[config.mk]
export PLATFORM = sky130hd
export DESIGN_NAME = avalon_pio_gen2
export DESIGN_NICKNAME = d
export VERILOG_FILES = /design/src/rtl/pio_gen2_pkg.sv /design/src/rtl/pio_debounce.sv /design/src/rtl/avalon_pio_gen2.sv
export SDC_FILE = /design/constraint.sdc
export NUM_CORES = 1
export LEC_CHECK = 0
export BUFFER_PORTS_ARGS = -buffer_cell sky130_fd_sc_hd__buf_2
export CAP_MARGIN = 0
export CELL_PAD_IN_SITES_DETAIL_PLACEMENT = 1
export CELL_PAD_IN_SITES_GLOBAL_PLACEMENT = 1
export CORE_MARGIN = 4
export CORE_UTILIZATION = 38
export CTS_CLUSTER_DIAMETER = 50
export DETAILED_ROUTE_END_ITERATION = 6
export GPL_TIMING_DRIVEN = 0
export PLACE_DENSITY_LB_ADDON = 0.1
export SETUP_SLACK_MARGIN = 0.15
export SYNTH_ARGS = -nofsm -noshare
export SYNTH_HDL_FRONTEND = slang
export SYNTH_SLANG_ARGS = --single-unit
[constraint.sdc]
create_clock -name clk -period 2 [get_ports clk]
set_clock_uncertainty 0.15 [all_clocks]
set_input_delay 0.3 -clock clk [delete_from_list [all_inputs] [get_ports clk]]
set_output_delay 0.3 -clock clk [all_outputs]
set_load 0.01 [all_outputs]
[src/rtl/pio_gen2_pkg.sv]
// Shared constants for the generation-2 Avalon PIO: register word offsets and edge-mode codes.
// Latency: n/a (constants only).
// Backpressure: n/a.
package pio_gen2_pkg;

  // Register map, word offsets on avs_address
  localparam logic [2:0] OFF_DATA_IN  = 3'd0;
  localparam logic [2:0] OFF_DATA_OUT = 3'd1;
  localparam logic [2:0] OFF_IRQ_MASK = 3'd2;
  localparam logic [2:0] OFF_EDGE_CAP = 3'd3;
  localparam logic [2:0] OFF_OUT_SET  = 3'd4;
  localparam logic [2:0] OFF_OUT_CLR  = 3'd5;

  // Which debounced transition sets an edge-capture bit
  localparam int EDGE_RISE = 0;
  localparam int EDGE_FALL = 1;
  localparam int EDGE_ANY  = 2;

endpackage

[src/rtl/pio_debounce.sv]
// One input bit: 2-FF synchroniser followed by a stable-count debouncer.
// Latency: pin to db is 2 + DEBOUNCE_CYCLES clocks (3 when DEBOUNCE_CYCLES = 0).
// Backpressure: none; free-running every clock.
// Ports: clk, reset_n (async active-low), pin (asynchronous input), db (debounced level).
module pio_debounce #(
  parameter int DEBOUNCE_CYCLES = 50000
) (
  input  logic clk,
  input  logic reset_n,
  input  logic pin,
  output logic db
);

  logic sync1;
  logic sync2;

  always_ff @(posedge clk or negedge reset_n) begin
    if (!reset_n) begin
      sync1 <= 1'b0;
      sync2 <= 1'b0;
    end else begin
      sync1 <= pin;
      sync2 <= sync1;
    end
  end

  generate
    if (DEBOUNCE_CYCLES == 0) begin : g_bypass
      always_ff @(posedge clk or negedge reset_n) begin
        if (!reset_n) db <= 1'b0;
        else          db <= sync2;
      end
    end else begin : g_count
      localparam int CNT_W = $clog2(DEBOUNCE_CYCLES + 1);
      localparam logic [CNT_W-1:0] CNT_LAST = CNT_W'(DEBOUNCE_CYCLES - 1);

      logic [CNT_W-1:0] cnt;

      // Counter restarts whenever the synchronised input agrees with db again,
      // so any excursion shorter than DEBOUNCE_CYCLES is discarded and the
      // counter can never pass CNT_LAST.
      always_ff @(posedge clk or negedge reset_n) begin
        if (!reset_n) begin
          cnt <= '0;
          db  <= 1'b0;
        end else if (sync2 == db) begin
          cnt <= '0;
        end else if (cnt == CNT_LAST) begin
          cnt <= '0;
          db  <= sync2;
        end else begin
          cnt <= cnt + 1'b1;
        end
      end
    end
  endgenerate

endmodule

[src/rtl/avalon_pio_gen2.sv]
// Avalon-MM PIO: output bank with atomic set/clear, debounced input bank, edge capture, maskable level irq.
// Latency: writes land on the sampling edge; avs_readdata is registered, valid one clock after avs_read.
// Backpressure: none (no waitrequest); every access completes in a single cycle.
// Ports: clk/reset_n; avs_address/read/write/writedata/readdata slave; in_port (async), out_port, irq.
module avalon_pio_gen2
  import pio_gen2_pkg::*;
#(
  parameter int          IN_W            = 10,
  parameter int          OUT_W           = 10,
  parameter int          DEBOUNCE_CYCLES = 50000,
  parameter int          EDGE_MODE       = 0,
  parameter logic [31:0] OUT_RESET       = 32'h0
) (
  input  logic             clk,
  input  logic             reset_n,
  input  logic [2:0]       avs_address,
  input  logic             avs_read,
  input  logic             avs_write,
  input  logic [31:0]      avs_writedata,
  output logic [31:0]      avs_readdata,
  input  logic [IN_W-1:0]  in_port,
  output logic [OUT_W-1:0] out_port,
  output logic             irq
);

  logic [IN_W-1:0]  db;
  logic [IN_W-1:0]  db_prev;
  logic [IN_W-1:0]  edge_evt;
  logic [IN_W-1:0]  edge_cap;
  logic [IN_W-1:0]  edge_clr;
  logic [IN_W-1:0]  irq_mask;
  logic [OUT_W-1:0] out_reg;
  logic [31:0]      rd_mux;
  logic             unused_wdata;

  // Writedata bits above IN_W/OUT_W are deliberately dropped.
  assign unused_wdata = ^avs_writedata;

  generate
    for (genvar i = 0; i < IN_W; i++) begin : g_in
      pio_debounce #(.DEBOUNCE_CYCLES(DEBOUNCE_CYCLES)) u_debounce (
        .clk     (clk),
        .reset_n (reset_n),
        .pin     (in_port[i]),
        .db      (db[i])
      );
    end
  endgenerate

  always_comb begin
    edge_evt = db ^ db_prev;
    if (EDGE_MODE == EDGE_RISE)      edge_evt = db & ~db_prev;
    else if (EDGE_MODE == EDGE_FALL) edge_evt = ~db & db_prev;
  end

  assign edge_clr = (avs_write && avs_address == OFF_EDGE_CAP) ? avs_writedata[IN_W-1:0] : '0;

  always_comb begin
    rd_mux = 32'h0;
    case (avs_address)
      OFF_DATA_IN:  rd_mux = 32'(db);
      OFF_DATA_OUT: rd_mux = 32'(out_reg);
      OFF_IRQ_MASK: rd_mux = 32'(irq_mask);
      OFF_EDGE_CAP: rd_mux = 32'(edge_cap);
      default:      rd_mux = 32'h0;
    endcase
  end

  always_ff @(posedge clk or negedge reset_n) begin
    if (!reset_n) begin
      db_prev      <= '0;
      edge_cap     <= '0;
      irq_mask     <= '0;
      out_reg      <= OUT_RESET[OUT_W-1:0];
      avs_readdata <= 32'h0;
    end else begin
      db_prev <= db;
      // Clear applied first so a coincident new event keeps the bit set.
      edge_cap <= (edge_cap & ~edge_clr) | edge_evt;
      // Read mux samples pre-write state, so read+write returns the old value.
      if (avs_read) avs_readdata <= rd_mux;
      if (avs_write) begin
        case (avs_address)
          OFF_DATA_OUT: out_reg  <= avs_writedata[OUT_W-1:0];
          OFF_IRQ_MASK: irq_mask <= avs_writedata[IN_W-1:0];
          OFF_OUT_SET:  out_reg  <= out_reg | avs_writedata[OUT_W-1:0];
          OFF_OUT_CLR:  out_reg  <= out_reg & ~avs_writedata[OUT_W-1:0];
          default:      ;
        endcase
      end
    end
  end

  assign out_port = out_reg;
  assign irq      = |(edge_cap & irq_mask);

endmodule

==> summary.txt <==
# clock sinks: 240
Vias in the first global route: 8815
Startpoint types: flop
Final min period: 2.08 ns
Die area: 32200 um2
Violated checks: negative setup slack
CTS tree: done
Leakage Power: 0.00601 uW
Critical Path Fanout Max: 3
Async SR Flop Fraction: 100%
Yosys cell types: 46
Clock buffer depth: 3
Die height: 179 um
Seq cells post-synth: 240
Post-synth EDFFs: 0
WL final: 27.6 mm
Highest Clock Rate: 480 MHz
Final Core Density: 51.6%
Core Footprint: 28900 um2
Clock transition at path regs: 0.05 ns
Cell Rows: 62
Internal: 10100 uW
Dominant cells by area after synthesis: dfrtp_1, xnor2_1, nor2_1, nor4_1, xor2_1
Num CTS Buffers: 36
DPL Wire Length: 17.5 mm
Pin count of the biggest net entering global routing: 114
FF+latch area: 6030 um2
Xor/xnor cell area share of the yosys netlist: 11.8%
Final-report setup violation count: 17
Peak VDD IR: 0.698 mV
Fillers: 3131
First-pass GRT wire length: 45.3 mm
Post-synth top area cell: dfrtp_1
Post-synthesis cell count: 1071
Number of max-cap violations: 0
WS Path Type: reg -> reg
Initial Util: 38.7%
Max H-tree Level: 2
Syn avg cell area: 10.4 um2
Skew-Pair Late Insertion Delay: 0.51 ns
Top_reg_cell synth: dfrtp_1
Post-route ant nets: 0
Total Power: 13100 uW
Setup slack after layout: -0.0815 ns
CTS root buf: clkbuf_16
GRT Total Usage: 16.5%
Pre-CTS setup slack: -0.235 ns
Post-synthesis mux area share: 4.07%
Yosys warnings: 0
Hold Fails Final Rpt: 0
Synth-to-layout area growth: 33.4%
Sequential fraction of the synthesis area: 53.8%
Largest family of logic cells by synthesized area: simple AND/OR/NAND/NOR gates
Compound-Gate Fraction of Synth Area: 3.73%
Vias per cell: 5.03
Crit path DAT: 2.32 ns
HP Class: in -> async
Transition time of the tightest slew-check pin: 0.662 ns
Share of layout cells above drive strength 1: 29.6%
Run status: finished with violations
Pre-antenna DRT Iters: 4
RePlAce Congestion: 0.749
Post-route DRC: 0
Multi-input logic area: 5560 um2
Wire length per cell after detailed routing: 16.6 um
Worst hold margin: 0.127 ns
Sw power: 2980 uW
Die X-Extent: 179 um
Synth Area in Simple Gates: 21.0%
WP data required: 2.24 ns
RSZ-0062 raised after global routing: yes
Pwr/cell area: 880 nW/um2
Drt first-iter violations: 417
Grt ovf: 0
Top cell type's share of synthesized area: 53.8%
Vias: 8358
Register share of total power: 40.1%
Post-synthesis adder-cell area fraction: 1.12%
Rel. slew slack: 55.8%
Initial antenna violation count: 2
IO buf count: 46
Sw Ratio: 22.8%
Netlist Area Pre-Place: 11200 um2
Clock power share: 52.5%
Comb pwr share: 7.4%
I/O pin total: 92
Layout Nets: 1310
Share of the clock period used by the worst path: 104%
Final count of pins violating max slew: 0
Worst setup EP type: flop
kinds of logic after synthesis:
kind of cell               count (synthesis)
AOI/OAI and AO/OA                         58
xor gates and xnor gates                 151
adders and majority gates                 10
buffers and inverters                    104
DFF                                      240
muxes                                     30
other                                      1
and+or+nand+nor                          477
cells in the mapped netlist, types with 2 or more instances:
library cell	instances
a211oi_1	6
a21oi_1	17
a22oi_1	3
and2_1	4
and3_1	9
buf_2	9
buf_4	22
buf_6	2
clkbuf_1	8
dfrtp_1	240
ha_1	10
inv_1	62
mux2_2	19
mux4_2	10
nand2_1	59
nand2b_1	2
nand3_1	55
nand3b_1	5
nand4_1	44
nor2_1	182
nor3_1	35
nor4_1	52
nor4b_1	5
nor4bb_1	5
o21ai_0	11
o22ai_1	10
o31ai_1	2
o41ai_2	7
or3_1	8
or4_1	3
xnor2_1	118
xor2_1	33
worst paths after layout:
check                                                         end  slack (ns)                               start  cells past startpoint
worst max-delay path                        g_in[4].u_debounce.db       -0.08  g_in[4].u_debounce.g_count.cnt[13]                      3
worst min-delay path            g_in[1].u_debounce.g_count.cnt[7]        0.13                             reset_n                      2
worst max register to register              g_in[4].u_debounce.db       -0.08  g_in[4].u_debounce.g_count.cnt[13]                      3
worst min register to register           g_in[5].u_debounce.sync2        0.19            g_in[5].u_debounce.sync1                      0
max in group asynchronous       g_in[8].u_debounce.g_count.cnt[8]        0.65                             reset_n                      3
min in group clk                                      out_port[3]        0.17                           avs_write                      4
layout make-up:
cell class | instances | area share, %
Clock inverter | 20 | 2.33
Clock buffer | 42 | 6.48
Multi-Input combinational cell | 748 | 37.3
Tap cell | 384 | 3.23
Timing Repair Buffer | 121 | 6.33
Antenna cell | 2 | 0.0336
Inverter | 62 | 1.56
Sequential cell | 240 | 40.5
Buffer | 42 | 2.24
flip-flops by register name, summed over array words and instances (netlist names):
register                     count
avs_readdata                    10
db_prev                         10
g_in.u_debounce.db              10
out_port                        10
g_in.u_debounce.g_count.cnt    160
irq_mask                        10
g_in.u_debounce.sync2           10
g_in.u_debounce.sync1           10
edge_cap                        10
stage by stage:
| step | instances | setup TNS (ns) | cell area, um2 |
|---|---|---|---|
| global route | 1660 | -1.85 | 14900 |
| finish | 1661 | -0.896 | 14900 |
| detailed placement | 1524 | -15.70 | 12100 |
| global placement | 1522 | -976.88 | 12000 |
| CTS | 1623 | -0.993 | 14000 |
| floorplan | 1092 | -0.0110 | 11300 |
worst max-delay path, stage by stage (launching register included):
cell     delay (ns)
dfrtp_1        0.40
or4b_1         0.54
or4_4          0.57
mux2_4         0.32
routing by layer:
metal	vias up	track usage (%)	share of wire, %
li1	4012	-	-
met1	4186	22.5	45
met2	114	27.4	49
met3	46	3.01	4.0
met4	0	4.08	1.8
met5	-	0	0
power by group through the flow:
stage / sequential (uW) / combinational [uW] / clock, uW
after global placement: 5330 / 783 / 0
after detailed placement: 5330 / 816 / 0
final: 5260 / 972 / 6870
after CTS: 5260 / 899 / 7070
after global routing: 5290 / 1090 / 7300
after floorplan: 5300 / 445 / 0
cells in the final DEF (no fill, tap or decap), types with 27 or more instances in the layout:
| master | synthesis | final |
|---|---|---|
| buf_2 | 9 | 47 |
| buf_4 | 22 | 66 |
| clkbuf_16 | 0 | 37 |
| dfrtp_1 | 240 | 218 |
| inv_1 | 62 | 62 |
| nand2_1 | 59 | 57 |
| nand3_1 | 55 | 44 |
| nand4_1 | 44 | 44 |
| nor2_1 | 182 | 119 |
| nor2_2 | 0 | 29 |
| nor2_4 | 0 | 34 |
| nor3_1 | 35 | 35 |
| nor4_1 | 52 | 27 |
| xnor2_1 | 118 | 118 |
| xor2_1 | 33 | 33 |
timing repair:
item,4_1_cts,5_1_grt
hold buffers,21,0
pin swaps,27,80
buffers inserted,16,32
endpoints found under the hold margin,195,0
cloned,0,4
endpoints found under the setup margin,151,158
resized for setup,60,167
Note: power is estimated with default switching activity, not from simulation.
